File: src/rtl/fetch_queue.sv
// fetch_queue: PC generator feeding a 4-entry instruction queue with redirect flush
module fetch_queue #(
    parameter logic [31:0] RESET_PC = 32'd0,
    parameter int          DEPTH    = 4
) (
    input  logic        clk,
    input  logic        rst,
    output logic [31:0] imem_adr,
    input  logic [31:0] imem_data,
    input  logic        redirect,
    input  logic [31:0] redirect_pc,
    input  logic        deq,
    output logic [31:0] inst,
    output logic [31:0] inst_pc4,
    output logic        inst_valid,
    output logic [2:0]  count
);
    localparam logic [2:0] FULL = 3'(DEPTH);
    logic [63:0] mem [4];
    logic [31:0] pc, pc_nxt, pc4;
    logic [1:0]  rd, wr, rd_nxt, wr_nxt;
    logic [2:0]  count_nxt;
    logic        enq, dq;
    assign pc4 = pc + 32'd4;
    // full blocks enqueue even when a dequeue frees a slot on the same edge
    always_comb begin
        enq       = !redirect && count != FULL;
        dq        = !redirect && deq && count != 3'd0;
        pc_nxt    = redirect ? {redirect_pc[31:2], 2'b00} : enq ? pc4 : pc;
        wr_nxt    = redirect ? 2'd0 : enq ? wr + 2'd1 : wr;
        rd_nxt    = redirect ? 2'd0 : dq ? rd + 2'd1 : rd;
        count_nxt = redirect ? 3'd0 : (enq && !dq) ? count + 3'd1 : (dq && !enq) ? count - 3'd1 : count;
    end
    always_ff @(posedge clk or negedge rst) begin
        if (!rst) begin
            pc    <= RESET_PC;
            rd    <= 2'd0;
            wr    <= 2'd0;
            count <= 3'd0;
        end else begin
            pc    <= pc_nxt;
            rd    <= rd_nxt;
            wr    <= wr_nxt;
            count <= count_nxt;
        end
    end
    always_ff @(posedge clk)
        if (enq) mem[wr] <= {pc4, imem_data};
    always_comb begin
        imem_adr   = pc;
        inst_valid = count != 3'd0;
        inst_pc4   = inst_valid ? mem[rd][63:32] : 32'd0;
        inst       = inst_valid ? mem[rd][31:0] : 32'd0;
    end
endmodule
File: config.mk
export PLATFORM = sky130hd
export DESIGN_NAME = fetch_queue
export DESIGN_NICKNAME = d
export VERILOG_FILES = /design/src/rtl/fetch_queue.sv
export SDC_FILE = /design/constraint.sdc
export NUM_CORES = 1
export LEC_CHECK = 0
export BUFFER_PORTS_ARGS = -buffer_cell sky130_fd_sc_hd__buf_2
export CORE_AREA = 4 4 158 160
export DETAILED_ROUTE_END_ITERATION = 10
export DIE_AREA = 0 0 162 164
export PLACE_DENSITY = 0.75
export SLEW_MARGIN = 25
export SYNTH_ARGS = -nofsm -noshare
export SYNTH_HDL_FRONTEND = slang
export SYNTH_SLANG_ARGS = --single-unit
File: constraint.sdc
create_clock -name clk -period 3.11 [get_ports clk]
set_input_delay 0.1555 -clock clk [delete_from_list [all_inputs] [get_ports clk]]
set_output_delay 0.1555 -clock clk [all_outputs]
set_load 0.1 [all_outputs]
==> out/metrics.cfg <==
[yosys]
synth_edf_count=248
ys_top_cells_by_count=248 x edfxtp_1, 62 x and2_1, 62 x mux4_2, 40 x nor2_1, 38 x clkbuf_1
synth.distinct_cells=45
synth_area_leader_cell=edfxtp_1
synth-seq-cells=285
yosys.area.top_type_share_pct=61.8
yosysWarnings=0
dominantRegCellSynth=edfxtp_1
synth_area_per_cell_um2=16.5
async_flop_share_pct=13.0
ys_seq_area_share_pct=69.5
synthMostInstantiatedCell=edfxtp_1
netlist_area_um2=12100
synth_area_leaders=edfxtp_1 62%, mux4_2 12%, dfrtp_1 7.7%, and2_1 3.2%, xor2_1 1.6%
syn-instance-count=732

[min_path]
worstHoldPathCells=2
hold_class=in -> reg
hold_end=wr[0]
hold_start=redirect

[power]
clockPowerShare_pct=23.9
seqPwrFrac_pct=33.7
power_frac_comb_pct=42.4
p_leak_uw=0.00528
power_switching_uw=6660
swShare_pct=44.0
p_per_area_nw_per_um2=1010
p_int_uw=8460
ir_worst_vdd_v=0.000674

[critical_path]
rr_worst_depth=5
cp.arrival_ns=2.58
critical_path.max_stage_delay_ns=0.66
reg2reg_slack_ns=0.55
crit_required_ns=2.95
worstReg2RegStart=imem_adr[2]
worstSetupPathType=reg -> out
critPathSlowestCell=dfrtp_4
cp-start-kind=flop
reg2reg_to=mem[0][60]
path_max_fanout=29
cp-end-kind=output port
path_cells=buf_12 > mux4_2 > and2_1 > buf_2
crit_start=rd[0]

[sta]
drv_slew=0
hold_viol=0
rsz0062_at_grt=no
min_period_over_period_pct=87.8
hold_ws_ns=0.0927
layout_min_cycle_time_ns=2.73
relSlewSlack_pct=45.5
max_clock_freq_ghz=0.366
tns_ns=0
post-route-worst-setup-slack_ns=0.378
worstMarginPinSlew_ns=0.814
skew_ns=0.0197
setup_violations=0

[final_layout]
area_delta_synth_final_pct=23.9
final-seq-area_um2=8380
antennaDiodeCount=0
drive_gt1_share_pct=30.6
multiInputGateArea_um2=3440
n_fill_cell=1688
fin_nets=1026

[clocking]
post_cts_resized=0
clockBufferDepth=3
h-tree-depth=1
cts_buffers=28
path_clk_slew_ns=0.06
ctsHoldBuffers=64
cts.sinks=285
cts_tree=yes
post_cts_buffers=0
clk_latency_ns=0.54
cts_root_buf=clkbuf_16

[drt]
postRouteAntennaNets=0
routedWlPerCell_um=20.2
drt_wl_total_um=26200
viasPerCell=5.56
drt_iter0_drc=522
vias=7195
drcViolationCount=0
drt_pass1_iterations=5

[grt]
grt_antenna_before_repair=0
grt_max_degree=50
grt_pass1_wl_um=41200
grtUsageTotal_pct=19.8
grt_overflow=0
grt_pass1_vias=7433

[floorplanning]
ios=168
start_util_pct=51.5
fp.dieArea_um2=26600
die_h_um=164
die_w_um=162
row_count=56
core_um2=23400

[placement]
dp_worst_setup_slack_ns=0.616
gp_congestion=0.838
dp_hpwl_um=16000
port_buffers=161

[flow_run]
drv_cap=0

[status]
status=finished, final reports clean

==> critical path, delay by kind of cell (launching register included) <==
kind	cells	cell delay, ns
and+or+nand+nor	1	0.20
muxes	1	0.55
buffers and inverters	2	0.61
DFF	1	0.66
==> sequential cells by signal, indices dropped and copies added, names as in the netlist <==
name and count:
wr 2, count 3, rd 2, imem_adr 30, mem 248
==> power groups by stage <==
stage / clock [uW] / combinational, uW / sequential [uW]
global route: 3880 / 6700 / 5160
finish: 3610 / 6410 / 5100
global placement: 0 / 6370 / 5150
detailed placement: 0 / 6400 / 5180
CTS: 3700 / 6470 / 5100
floorplan: 0 / 4890 / 5440
==> logic make-up after synthesis <==
family | count (synthesis) | synth area share (%)
XOR/XNOR | 40 | 2.91
AND/OR/NAND/NOR | 219 | 9.99
AO/OA/AOI/OAI | 54 | 2.89
other | 1 | 0.0311
buffers and inverters | 63 | 2.26
flip-flops | 285 | 69.5
multiplexers | 64 | 11.8
adder cells (fa/ha/maj) | 6 | 0.685
==> metrics by stage <==
stage | cell area [um^2] | total power [uW] | utilization (%) | std cells
after global routing | 14900 | 15700 | 63.8 | 1293
final | 14900 | 15100 | 63.8 | 1293
after global placement | 13300 | 11500 | 56.8 | 1177
after detailed placement | 13300 | 11600 | 56.8 | 1177
after floorplan | 12100 | 10300 | - | 735
after CTS | 14900 | 15300 | 63.8 | 1293
==> cell type report <==
cell class	count	area share (%)
sequential	285	56.1
inverter	9	0.226
clock inverter	15	1.57
timing repair buffer	241	11.3
tap	319	2.67
clock buffer	37	5.13
multi-input combinational	387	23.0
==> layer usage <==
metal | up-vias | share of wire (%) | track usage (%)
met5 | - | 0 | 0
met4 | 0 | 1.7 | 4.61
met3 | 38 | 6.2 | 3.51
met2 | 273 | 50 | 33.7
met1 | 3623 | 42 | 27.2
li1 | 3261 | - | -
==> placed cells by master (no fill, tap or decap), drive strengths merged, types with 15 or more instances in the layout <==
cell	instances
nor2	40
o21ai	15
edfxtp	248
a31oi	18
dlygate4sd3	64
nand2	36
clkbuf	37
mux4	62
xor2	22
xnor2	18
dfrtp	37
and2	62
buf	177
==> worst max-delay path by stage <==
| stage | end | slack (ns) | depth (start not counted) |
|---|---|---|---|
| after detailed placement | mem[0][60] | 0.62 | 5 |
| after CTS | inst_pc4[13] | 0.31 | 4 |
| after floorplan | mem[0][0] | 0.18 | 4 |
| after global placement | mem[1][60] | 0.82 | 5 |
| final | inst_pc4[13] | 0.38 | 4 |
| after global routing | inst_pc4[13] | 0.22 | 4 |
Note: power is estimated with default switching activity, not from simulation.
